**src/rtl/ip_tx_arbiter.sv**
```systemverilog
// ip_tx_arbiter
// Merges CH_NUM per-protocol transmit streams into one MAC transmit stream.
// A whole frame is owned by one channel from its sop to its eop; other
// channels are blocked until the inter-frame gap has elapsed.
//
// Ports
//   i_clk, i_rst          clock, asynchronous active-high reset
//   i_tx_req[CH_NUM]      level request per channel (frame ready)
//   o_tx_en[CH_NUM]       one-cycle start pulse to the granted channel
//   i_ch_tx{sop,eop,vld}  per-channel stream control
//   i_ch_txdata           per-channel data, channel k at [k*DATA_W +: DATA_W]
//   o_mac_tx*             merged stream, one cycle behind the winner's input
//   o_grant_id            current or last granted channel
//   o_busy                high whenever the FSM is not idle
//   o_timeout             one-cycle pulse when the stall watchdog fires
module ip_tx_arbiter #(
  parameter int CH_NUM         = 4,
  parameter int DATA_W         = 8,
  parameter int PRIO_MODE      = 0,
  parameter int IFG_CYCLES     = 12,
  parameter int TIMEOUT_CYCLES = 2048
) (
  input  logic                       i_clk,
  input  logic                       i_rst,
  input  logic [CH_NUM-1:0]          i_tx_req,
  output logic [CH_NUM-1:0]          o_tx_en,
  input  logic [CH_NUM-1:0]          i_ch_txsop,
  input  logic [CH_NUM-1:0]          i_ch_txeop,
  input  logic [CH_NUM-1:0]          i_ch_txvld,
  input  logic [CH_NUM*DATA_W-1:0]   i_ch_txdata,
  output logic                       o_mac_txsop,
  output logic                       o_mac_txeop,
  output logic                       o_mac_txvld,
  output logic [DATA_W-1:0]          o_mac_txdata,
  output logic [$clog2(CH_NUM)-1:0]  o_grant_id,
  output logic                       o_busy,
  output logic                       o_timeout
);

  localparam int ID_W  = $clog2(CH_NUM);
  localparam int IFG_W = $clog2(IFG_CYCLES) + 1;
  localparam int WD_W  = $clog2(TIMEOUT_CYCLES) + 1;

  // The watchdog fires on the TIMEOUT_CYCLES-th stalled cycle.
  localparam logic [WD_W-1:0]  WD_LIM   = WD_W'(TIMEOUT_CYCLES - 1);
  localparam logic [IFG_W-1:0] IFG_LOAD = IFG_W'(IFG_CYCLES);

  typedef enum logic [2:0] {S_IDLE, S_GRANT, S_WAIT_SOP, S_XFER, S_GAP} state_t;

  state_t            state;
  logic [ID_W-1:0]   rr_ptr;
  logic [IFG_W-1:0]  ifg_cnt;
  logic [WD_W-1:0]   wd_cnt;

  // Per-channel data lanes
  logic [DATA_W-1:0] ch_data [CH_NUM];
  for (genvar k = 0; k < CH_NUM; k++) begin : g_lane
    assign ch_data[k] = i_ch_txdata[k*DATA_W +: DATA_W];
  end

  // Winner's stream, selected by the latched grant
  logic              sel_sop, sel_eop, sel_vld;
  logic [DATA_W-1:0] sel_data;
  assign sel_sop  = i_ch_txsop[o_grant_id];
  assign sel_eop  = i_ch_txeop[o_grant_id];
  assign sel_vld  = i_ch_txvld[o_grant_id];
  assign sel_data = ch_data[o_grant_id];

  // Winner search: scan from index 0 (fixed priority) or from rr_ptr with
  // wrap (round-robin); the first requesting channel found wins.
  logic [ID_W:0]   cand;
  logic [ID_W-1:0] winner;
  logic            found;
  always_comb begin
    cand   = '0;
    winner = '0;
    found  = 1'b0;
    for (int i = 0; i < CH_NUM; i++) begin
      if (PRIO_MODE == 1) begin
        cand = (ID_W+1)'(i);
      end else begin
        cand = {1'b0, rr_ptr} + (ID_W+1)'(i);
        if (cand >= (ID_W+1)'(CH_NUM)) cand = cand - (ID_W+1)'(CH_NUM);
      end
      if (!found && i_tx_req[cand[ID_W-1:0]]) begin
        found  = 1'b1;
        winner = cand[ID_W-1:0];
      end
    end
  end

  assign o_busy = (state != S_IDLE);

  always_ff @(posedge i_clk or posedge i_rst) begin
    if (i_rst) begin
      state        <= S_IDLE;
      rr_ptr       <= '0;
      ifg_cnt      <= '0;
      wd_cnt       <= '0;
      o_tx_en      <= '0;
      o_grant_id   <= '0;
      o_mac_txsop  <= 1'b0;
      o_mac_txeop  <= 1'b0;
      o_mac_txvld  <= 1'b0;
      o_mac_txdata <= '0;
      o_timeout    <= 1'b0;
    end else begin
      o_tx_en   <= '0;
      o_timeout <= 1'b0;
      case (state)
        S_IDLE: begin
          if (|i_tx_req) begin
            o_grant_id <= winner;
            o_tx_en    <= CH_NUM'(1) << winner;   // high during GRANT
            state      <= S_GRANT;
          end
        end
        S_GRANT: begin
          rr_ptr <= (o_grant_id == ID_W'(CH_NUM - 1)) ? '0 : o_grant_id + ID_W'(1);
          wd_cnt <= '0;
          state  <= S_WAIT_SOP;
        end
        S_WAIT_SOP: begin
          if (sel_sop && sel_vld) begin
            o_mac_txsop  <= 1'b1;
            o_mac_txeop  <= sel_eop;
            o_mac_txvld  <= 1'b1;
            o_mac_txdata <= sel_data;
            wd_cnt       <= '0;
            if (sel_eop) begin
              ifg_cnt <= IFG_LOAD;
              state   <= S_GAP;
            end else begin
              state   <= S_XFER;
            end
          end else begin
            o_mac_txsop <= 1'b0;
            o_mac_txeop <= 1'b0;
            o_mac_txvld <= 1'b0;
            // No frame open yet, so a timeout just abandons the grant.
            if (wd_cnt == WD_LIM) begin
              o_timeout <= 1'b1;
              ifg_cnt   <= IFG_LOAD;
              state     <= S_GAP;
            end else begin
              wd_cnt <= wd_cnt + WD_W'(1);
            end
          end
        end
        S_XFER: begin
          // A valid beat takes precedence, so eop beats the watchdog.
          if (sel_vld) begin
            o_mac_txsop  <= sel_sop;
            o_mac_txeop  <= sel_eop;
            o_mac_txvld  <= 1'b1;
            o_mac_txdata <= sel_data;
            wd_cnt       <= '0;
            if (sel_eop) begin
              ifg_cnt <= IFG_LOAD;
              state   <= S_GAP;
            end
          end else if (wd_cnt == WD_LIM) begin
            // Frame is open: close it with a zero-data eop beat.
            o_timeout    <= 1'b1;
            o_mac_txsop  <= 1'b0;
            o_mac_txeop  <= 1'b1;
            o_mac_txvld  <= 1'b1;
            o_mac_txdata <= '0;
            ifg_cnt      <= IFG_LOAD;
            state        <= S_GAP;
          end else begin
            o_mac_txsop <= 1'b0;
            o_mac_txeop <= 1'b0;
            o_mac_txvld <= 1'b0;
            wd_cnt      <= wd_cnt + WD_W'(1);
          end
        end
        S_GAP: begin
          o_mac_txsop  <= 1'b0;
          o_mac_txeop  <= 1'b0;
          o_mac_txvld  <= 1'b0;
          o_mac_txdata <= '0;
          if (ifg_cnt == '0) state <= S_IDLE;
          else               ifg_cnt <= ifg_cnt - IFG_W'(1);
        end
        default: state <= S_IDLE;
      endcase
    end
  end

endmodule

```
**config.mk**
```make
export PLATFORM = sky130hd
export DESIGN_NAME = ip_tx_arbiter
export DESIGN_NICKNAME = d
export VERILOG_FILES = /design/src/rtl/ip_tx_arbiter.sv
export SDC_FILE = /design/constraint.sdc
export NUM_CORES = 1
export LEC_CHECK = 0
export CORE_ASPECT_RATIO = 1.5
export CORE_MARGIN = 5
export CORE_UTILIZATION = 45
export DETAILED_ROUTE_END_ITERATION = 6
export MAX_ROUTING_LAYER = met4
export PLACE_DENSITY_LB_ADDON = 0.15
export SYNTH_ARGS = -nofsm -noshare
export SYNTH_HDL_FRONTEND = slang
export SYNTH_SLANG_ARGS = --single-unit
```
**constraint.sdc**
```tcl
create_clock -name i_clk -period 2.35 [get_ports i_clk]
set_input_delay 0.47 -clock i_clk [delete_from_list [all_inputs] [get_ports i_clk]]
set_output_delay 0.47 -clock i_clk [all_outputs]
set_load 0.01 [all_outputs]
```
==> After elaboration in Yosys (flattened, before gate mapping) <==
Cells that the tools add are included.
{ "classes": {"addsub": 10, "eq_ne": 12, "n_bitwise": 1, "n_reduce_logical": 17, "n_lt_le_gt_ge": 10, "muxes": 65, "shift": 1} }
{ "ops": {"columns": ["cell", "count"], "rows": [
  ["$mux W8", 5],
  ["$mux W12", 3],
  ["$pmux W12 S3", 1],
  ["$mux W5", 5],
  ["$pmux W8 S3", 1],
  ["$mux W3", 7],
  ["$mux W1", 18],
  ["$mux W2", 9],
  ["$bmux W8 S2", 1],
  ["$lt A2 B3 Y1 const B", 5],
  ["$pmux W3 S5", 1],
  ["$pmux W5 S3", 1],
  ["$bmux W1 S2", 7],
  ["$add A12 B1 Y12 const B", 1],
  ["$eq A12 B11 Y1 const B", 1],
  ["$ge A3 B3 Y1 const B", 4],
  ["$pmux W1 S3", 3],
  ["$reduce_bool A3 Y1", 3],
  ["$mux W4", 2],
  ["$ne A2 B2 Y1 const B", 4],
  ["$sub A2 B1 Y2 const B", 4],
  ["$add A2 B2 Y3 const B", 2],
  ["$eq A3 B2 Y1 const B", 2],
  ["$ne A3 B3 Y1 const B", 2],
  ["17 further kinds", 24]
]} }
{ "totals": {"ff_bits": 40, "elab_cells": 127} }

==> Logic depth before layout (Yosys ltp) <==
Gate-level depths: netlist (run 1).
{ "logic_depth": {"word_depth": 17, "ltp_mapped": 7, "depth_no_buf": 7} }

==> Least setup slack after synthesis (run 1) <==
Ideal clock, no wire load.
{ "synth_path": {"path_type": "flip-flop to flip-flop", "from": "register o_grant_id[0]", "to": "register ifg_cnt[2]", "period_less_slack_ns": 2.107, "required_time_ns": 2.224, "arrival_time_ns": 1.981, "setup_ns": 0.126, "n_path_buf": 0, "path_slack_ns": 0.243, "stages_incl_launch_ff": 6, "path_cell_list": "dfrtp_1 mux4_2 and3_1 a211o_1 nor2b_1 a221o_1"} }
{ "synth_between": {"elab_chain_len": 5, "elab_cells_between_ends": 11, "classes_between": "10 x mux; 1 x reduce/logical"} }
{ "synth_rtl": {"columns": ["item", "line", "rtl"], "rows": [
  ["from (decl)", "35", "output logic [$clog2(CH_NUM)-1:0] o_grant_id,"],
  ["from (signal assigned)", "113", "o_grant_id <= winner;"],
  ["$bmux W1 S2 (on tied branches)", "65, 64, 66", null],
  ["$mux W1 (on tied branches)", "65, 64, 66", null],
  ["$mux W5 or $logic_and A1 B1 Y1 (tied branches)", null, null],
  ["$mux W5 (on tied branches)", "152, 124", null],
  ["$pmux W5 S3 *", "110", "case (state)"],
  ["to (signal assigned)", "184", "else ifg_cnt <= ifg_cnt - IFG_W'(1);"],
  ["to (decl)", "52", "logic [IFG_W-1:0] ifg_cnt;"]
]} }
Mark *: on every way between the ends. The rest lies on a longest branch, timed or not. The select of a mux whose other input is x is not followed.
A chain may end at the register's enable or synchronous reset.

==> Final worst setup path (run 1) <==
{ "layout_path": {"from": "register state[1]", "to": "output o_busy"} }
{ "layout_between": {"elab_chain_len": 1} }
{ "layout_rtl": {"columns": ["item", "line", "rtl"], "rows": [
  ["from (decl)", "50", "state_t state;"],
  ["from (signal assigned)", "96", "state <= S_IDLE;"],
  ["from (signal assigned)", "115", "state <= S_GRANT;"],
  ["from (signal assigned)", "121", "state <= S_WAIT_SOP;"],
  ["$reduce_bool A3 Y1", "92", "assign o_busy = (state != S_IDLE);"],
  ["to (decl)", "36", "output logic o_busy,"]
]} }
Every way passes these cells.

==> metrics.csv, run 1 <==
stage;metric;value;unit
outcome;status;complete, no violations;
timing;Max Freq;464.8;MHz
timing;Final min period;2.152;ns
clock_tree;post-CTS resize count;0;
place;Inst Count DP;376;
clock_tree;Clk pin slew, worst setup/hold paths;0.07;ns
setup_path;kind of critical path;flop to output port;
logic_synthesis;Post-Syn Instances;230;
logic_synthesis;synthesized area;2312;um^2
timing;Slew headroom;0.6562;
worst_hold_path;worst hold path class;flop to flop;
setup_path;CP endpoint kind;output port;
place;Placement Setup Slack;-0.06550;ns
timing;PnR worst setup slack;0.1984;ns
timing;Pins Over Slew Limit;0;
die;Initial Util;0.4547;
timing;Final period util;0.9156;
logic_synthesis;syn avg cell area;10.05;um^2
timing;clock skew;0.004029;ns
power;sequential power share;0.310;
power;clock share of power;0.132;
timing;Worst-Margin Slew;0.5157;ns
clock_tree;H-tree Lvls;2;
clock_tree;CTS tree;built;
die;io pins;69;
power;Max VDD drop;0.5807;mV
clock_tree;setup bufs post-CTS;0;
setup_path;crit start category;flop;
power;Power Density;1080;nW/um^2
global_routing;largest net degree at the start of global routing;41;
routing;Post-DRT Antenna Nets;0;
power;switching pwr;0.001361;W
global_routing;first-pass GRT wire length;9.508;mm
clock_tree;total CTS buffers;5;
die;Die Wd;68.53;um
logic_synthesis;share of the synthesized area in the top cell type;0.4329;
setup_path;reg2reg setup slack;0.21;ns
power;switching share of total power;0.3840;
power;Comb pwr share;0.558;
die;Die Area;6701;um^2
logic_synthesis;FFs w/ async S/R, synth;1.000;
routing;drt total wl;5.573;mm
global_routing;GR Util All Layers;0.1865;
finish;Area Overhead vs Synth;41.88;%
timing;RSZ-0062 raised after global routing;false;
logic_synthesis;sequential fraction of the synthesis area;0.4329;
clock_tree;CTS root buf;clkbuf_8;
routing;DRC Markers;0;
routing;Vias per Instance;5.375;
finish;design area;3281;um^2
clock_tree;Hold Buf Count CTS;0;
power;P_int;0.002183;W
logic_synthesis;top_reg_cell synth;dfrtp_1;
place;DP HPWL;4.497;mm
global_routing;global route total overflow;0;
routing;wire length per cell;14.51;um
logic_synthesis;Synth area leader;dfrtp_1;
finish;# fillers;439;
clock_tree;clk sinks;40;
timing;# setup viols final;0;
power;Leak;1.409;nW
finish;multi-input logic area;1237;um^2
setup_path;worst-path fanout max;11;
finish;Finished Layout Cells;384;
logic_synthesis;Net Count, Synth;283;
finish;layout cells sized above 1;0.1424;
logic_synthesis;Yosys cell types;47;
finish;# diodes;0;
run;number of max-cap violations;0;
logic_synthesis;most common cell in the netlist;dfrtp_1;
logic_synthesis;Synthesis Warnings;0;
die;die extent in y;97.79;um
logic_synthesis;most frequent cells after synthesis;dfrtp_1 (40), nand2_1 (29), o21ai_0 (14);
setup_path;Critical Path RT;1.88;ns
place;routability cong.;0.8538;
routing;total number of vias;2064;
die;row count;32;
place;placed cell area;3183;um^2
finish;Final nets;368;
logic_synthesis;Yosys reg bits;40;
place;Port-buffer cells;68;
global_routing;initial antenna violation count;0;
setup_path;crit path DAT;1.68;ns
die;total core area;5085;um^2
timing;worst hold slack;0.5246;ns
clock_tree;Clock Tree Buf Depth;2;
routing;DR iter-0 viols;100;
logic_synthesis;synth top area cells;dfrtp_1 (43%), mux4_2 (11%), nand2_1 (4.7%);
logic_synthesis;Post-synth EDFFs;0;
timing;Hold Violations, Final;0;
finish;FF/Latch Area;1001;um^2
routing;DRT Pass-1 Iters;4;
clock_tree;clock latency at the later pin of the worst-skew pair;0.29;ns
global_routing;vias in the first global route;2123;
==> cells by family (layout without fill, tap and decap cells) <==
logic type | Yosys count | in the layout | share of synthesized area
AND/OR/NAND/NOR | 84 | 84 | 0.1797
AO/OA/AOI/OAI | 58 | 58 | 0.1694
flip-flops | 40 | 40 | 0.4329
multiplexers | 23 | 23 | 0.1602
buffers and inverters | 20 | 106 | 0.03409
adder cells (fa/ha/maj) | 3 | 3 | 0.01624
XOR/XNOR | 2 | 2 | 0.007577
==> critical path: stages (launching register included) <==
cell	delay [ns]
dfrtp_1	0.48
or3_1	0.41
clkdlybuf4s50_1	0.50
==> flip-flops by register name (all words and copies together) (netlist names) <==
name          cells
o_mac_txdata      8
state             3
o_tx_en           4
rr_ptr            2
wd_cnt           12
o_grant_id        2
o_mac_txsop       1
o_timeout         1
ifg_cnt           5
o_mac_txeop       1
o_mac_txvld       1
==> metrics by stage <==
| step | utilization | total power [W] | TNS [ns] |
|---|---|---|---|
| finish | 0.6452 | 0.003543 | 0 |
| global route | 0.6452 | 0.003827 | 0 |
| floorplan | - | 0.002268 | 0 |
| CTS | 0.6442 | 0.003573 | 0 |
| global placement | 0.6260 | 0.003072 | -0.06158 |
| detailed placement | 0.6260 | 0.003096 | -0.06671 |
==> per-layer routing <==
layer / GRT usage / share of wire / up-vias
met5: - / 0 / -
li1: - / - / 1018
met1: 0.2273 / 0.41 / 989
met3: 0.04373 / 0.059 / 6
met4: 0.04594 / 0.011 / 0
met2: 0.3054 / 0.52 / 51
==> cells in the final DEF (no fill, tap or decap), types with 4 or more instances in the layout <==
cell type	netlist	layout
o31ai_1	5	5
clkbuf_8	0	6
dfrtp_1	40	40
nand2_1	29	29
nor2_1	13	13
a21oi_1	10	10
mux2i_1	10	10
inv_1	11	11
buf_4	0	19
and3_1	5	5
and2_1	4	4
mux4_2	11	11
nor2b_1	4	4
o21ai_0	14	14
nand3_1	9	9
clkdlybuf4s50_1	0	68
==> path summary, 6_finish.rpt <==
kind / start / endpoint / cells past startpoint
min in group asynchronous: i_rst / o_timeout$_DFF_PP0_ / 3
max in group asynchronous: i_rst / ifg_cnt[4]$_DFFE_PP0P_ / 3
min: wd_cnt[11]$_DFFE_PP0P_ / wd_cnt[11]$_DFFE_PP0P_ / 1
min reg2reg: wd_cnt[11]$_DFFE_PP0P_ / wd_cnt[11]$_DFFE_PP0P_ / 1
max reg2reg: o_grant_id[0]$_DFFE_PP0P_ / ifg_cnt[2]$_DFFE_PP0P_ / 5
max: state[1]$_DFFE_PP0P_ / o_busy / 2
==> layout make-up <==
cell class / instances / area share
inverters: 11 / 0.01259
flip-flops and latches: 40 / 0.3051
repair buffers: 87 / 0.2510
clock buffers: 6 / 0.02517
well taps: 68 / 0.02593
multi-input cells: 170 / 0.3772
clock inverters: 2 / 0.003051
==> power by group through the flow <==
stage               registers (W)  clock network, W  logic, W
detailed placement        0.00111                 0   0.00199
global route              0.00113          0.000505   0.00219
global placement          0.00110                 0   0.00197
floorplan                 0.00111                 0   0.00116
CTS                       0.00110          0.000483   0.00199
finish                    0.00110          0.000466   0.00198
Power figures use the tool's default switching activity.
==> inputs of run 2 (changes only) <==
CORE_UTILIZATION = 43   (was 45)
clock period = 1.8 ns   (was 2.35 ns; I/O delays follow)
==> metrics.csv, run 2 (synthesis results as in run 1) <==
stage;metric;value;unit;change
global_routing;GR Util All Layers;0.2043;;+0.01774
routing;drt total wl;6.792;mm;+22%
setup_path;crit path DAT;2.26;ns;+0.58 ns
routing;DRT Pass-1 Iters;4;;unchanged
setup_path;slowest stage cell, crit path;mux4_2;;
power;Max VDD drop;0.8549;mV;+47%
timing;Slew headroom;0.6723;;+0.01608
clock_tree;H-tree Lvls;2;;unchanged
clock_tree;CTS tree;built;;
die;die extent in y;99.81;um;+2.1%
setup_path;Reg-to-Reg End;o_mac_txdata[0]$_DFFE_PP0P_;;
die;Initial Util;0.4442;;-0.01049
finish;design area;3732;um^2;+14%
finish;post-layout util;0.7171;;+0.07189
setup_path;Critical Path RT;2.00;ns;+0.12 ns
setup_path;CP endpoint kind;flop;;
timing;clock skew;0.009016;ns;+0.004988 ns
timing;Pins Over Slew Limit;0;;unchanged
finish;max FFs per register;12;;unchanged
setup_path;kind of critical path;flop to flop;;
setup_path;reg2reg setup slack;-0.26;ns;-0.47 ns
finish;Top reg by flops;wd_cnt;;
power;Power Density;1471;nW/um^2;+36%
routing;Vias per Instance;5.481;;+2.0%
die;Die Area;6974;um^2;+4.1%
routing;wire length per cell;16.02;um;+10%
power;Tot Pwr;0.005490;W;+55%
global_routing;vias in the first global route;2508;;+18%
finish;commonest non-fill, non-tap cell in the layout;clkdlybuf4s50_1;;
timing;# setup viols final;27;;+27
routing;DRC Markers;0;;unchanged
outcome;failing checks;setup timing;;
finish;most frequent cells in the layout;clkdlybuf4s50_1 (66), buf_4 (51), dfrtp_1 (37);;
global_routing;global route total overflow;0;;unchanged
setup_path;R2R Path Start;o_grant_id[0]$_DFFE_PP0P_;;
timing;Final period util;1.145;;
clock_tree;Clk pin slew, worst setup/hold paths;0.08;ns;about the same
place;Port-buffer cells;68;;unchanged
place;DP HPWL;5.069;mm;+13%
setup_path;sequence of cells on the critical path;mux4_2, buf_6, and2_4, o22ai_1, buf_4, nor2_4, buf_12, mux2i_1;;
routing;Post-DRT Antenna Nets;0;;unchanged
routing;total number of vias;2324;;+13%
die;total core area;5205;um^2;+2.4%
clock_tree;clk sinks;40;;unchanged
clock_tree;clock latency at the later pin of the worst-skew pair;0.29;ns;about the same
clock_tree;Clock Tree Buf Depth;2;;unchanged
finish;multi-input logic area;1329;um^2;+7.4%
finish;layout cells sized above 1;0.2978;;+0.1553
finish;Largest regs;wd_cnt (12), o_mac_txdata (8), ifg_cnt (5);;
clock_tree;total CTS buffers;5;;unchanged
clock_tree;Hold Buf Count CTS;0;;unchanged
die;row count;32;;unchanged
finish;Final nets;408;;+11%
worst_hold_path;worst hold path class;input pin to asynchronous set/reset pin;;
timing;PnR worst setup slack;-0.2605;ns;-0.4589 ns
finish;# fillers;416;;-5.2%
place;placed cell area;3432;um^2;+7.8%
run;number of max-cap violations;0;;unchanged
global_routing;first-pass GRT wire length;11.28;mm;+19%
place;routability cong.;0.9086;;+6.4%
finish;# diodes;0;;unchanged
finish;Area Overhead vs Synth;61.42;%;
finish;FF/Latch Area;1005;um^2;+0.37%
setup_path;family with the most delay on the worst path;multiplexers;;
setup_path;worst-path fanout max;8;;-3
outcome;status;finished, violations left;;
timing;Worst-Margin Slew;0.4906;ns;-0.02513 ns
timing;Max Freq;485.3;MHz;
setup_path;WP buf/inv;3;;+2
power;Leak;1.657;nW;+18%
global_routing;largest net degree at the start of global routing;24;;-41%
timing;Final min period;2.060;ns;
setup_path;crit start category;flop;;
timing;RSZ-0062 raised after global routing;true;;
global_routing;initial antenna violation count;0;;unchanged
setup_path;Worst Reg-to-Reg Cells;8;;+3
setup_path;CP max stage delay;0.56;ns;+0.06 ns
die;io pins;69;;unchanged
routing;DR iter-0 viols;115;;+15%
die;Die Wd;69.88;um;+2.0%
timing;Hold Violations, Final;0;;unchanged
clock_tree;CTS root buf;clkbuf_8;;
-- run 2: cell types whose count changed in the layout (fill, tap and decap cells not counted), moves of 3 or more --
cell     previous run  this run
o21ai_0            14        10
dfrtp_1            40        37
buf_6               0         6
dfrtp_2             0         3
buf_4              19        51
-- run 2: worst max-delay path by stage --
stage	start	endpoint	slack, ns	cells after the start
finish	o_grant_id[0]$_DFFE_PP0P_	o_mac_txdata[0]$_DFFE_PP0P_	-0.26	8
CTS	o_grant_id[0]$_DFFE_PP0P_	ifg_cnt[2]$_DFFE_PP0P_	-0.18	5
global route	o_grant_id[0]$_DFFE_PP0P_	o_mac_txdata[0]$_DFFE_PP0P_	-0.34	8
detailed placement	i_ch_txvld[3]	wd_cnt[11]$_DFFE_PP0P_	-0.51	8
global placement	i_ch_txvld[3]	wd_cnt[11]$_DFFE_PP0P_	-0.48	8
floorplan	o_grant_id[0]$_DFFE_PP0P_	ifg_cnt[2]$_DFFE_PP0P_	-0.20	5
-- run 2: final cells by class --
cell class,instances,share of cell area
Clock buffer,6,0.01944
Clock inverter,2,0.009387
Inverter,11,0.01106
Multi-Input combinational cell,170,0.3560
Sequential cell,40,0.2692
Tap cell,68,0.02280
Timing Repair Buffer,127,0.3121
-- run 2: power by group --
| part | internal [W] | switching, W |
|---|---|---|
| Sequential | 0.00118 | 0.000231 |
| Combinational | 0.00182 | 0.00153 |
| Clock | 0.000412 | 0.000312 |
| Total | 0.00341 | 0.00208 |
-- run 2: per-stage QoR --
stage	TNS (ns)	instances	setup slack (ns)	hold slack (ns)
floorplan	-0.3992	230	-0.1971	0.4781
global placement	-11.64	406	-0.4784	0.5098
detailed placement	-13.75	406	-0.5100	0.5142
CTS	-2.958	415	-0.1790	0.4051
global route	-5.934	424	-0.3354	0.4309
finish	-3.734	424	-0.2605	0.4065
-- run 2: routing by layer --
layer  up-vias  share of wire  GRT usage
met4         0          0.019    0.07080
met2        71           0.55     0.3714
met1      1135           0.37     0.2164
li1       1104              -          -
met3        14          0.056    0.04609
met5         -              0          -
-- run 2: worst register-to-register path: stages (launching register included) --
cell and delay (ns):
dfrtp_2 0.44, mux4_2 0.57, buf_6 0.16, and2_4 0.14
o22ai_1 0.12, buf_4 0.17, nor2_4 0.05, buf_12 0.15
mux2i_1 0.19
-- run 2: what timing repair did --
item	CTS	global route
gates resized for setup	17	19
pin swaps	5	7
buffers inserted	1	9
setup endpoints to repair	33	33
==> inputs of run 3 (changes only) <==
SLEW_MARGIN = 20   (was not set)
==> results of run 3 <==
Final layout, timing and power as in run 2 (identical DEF).
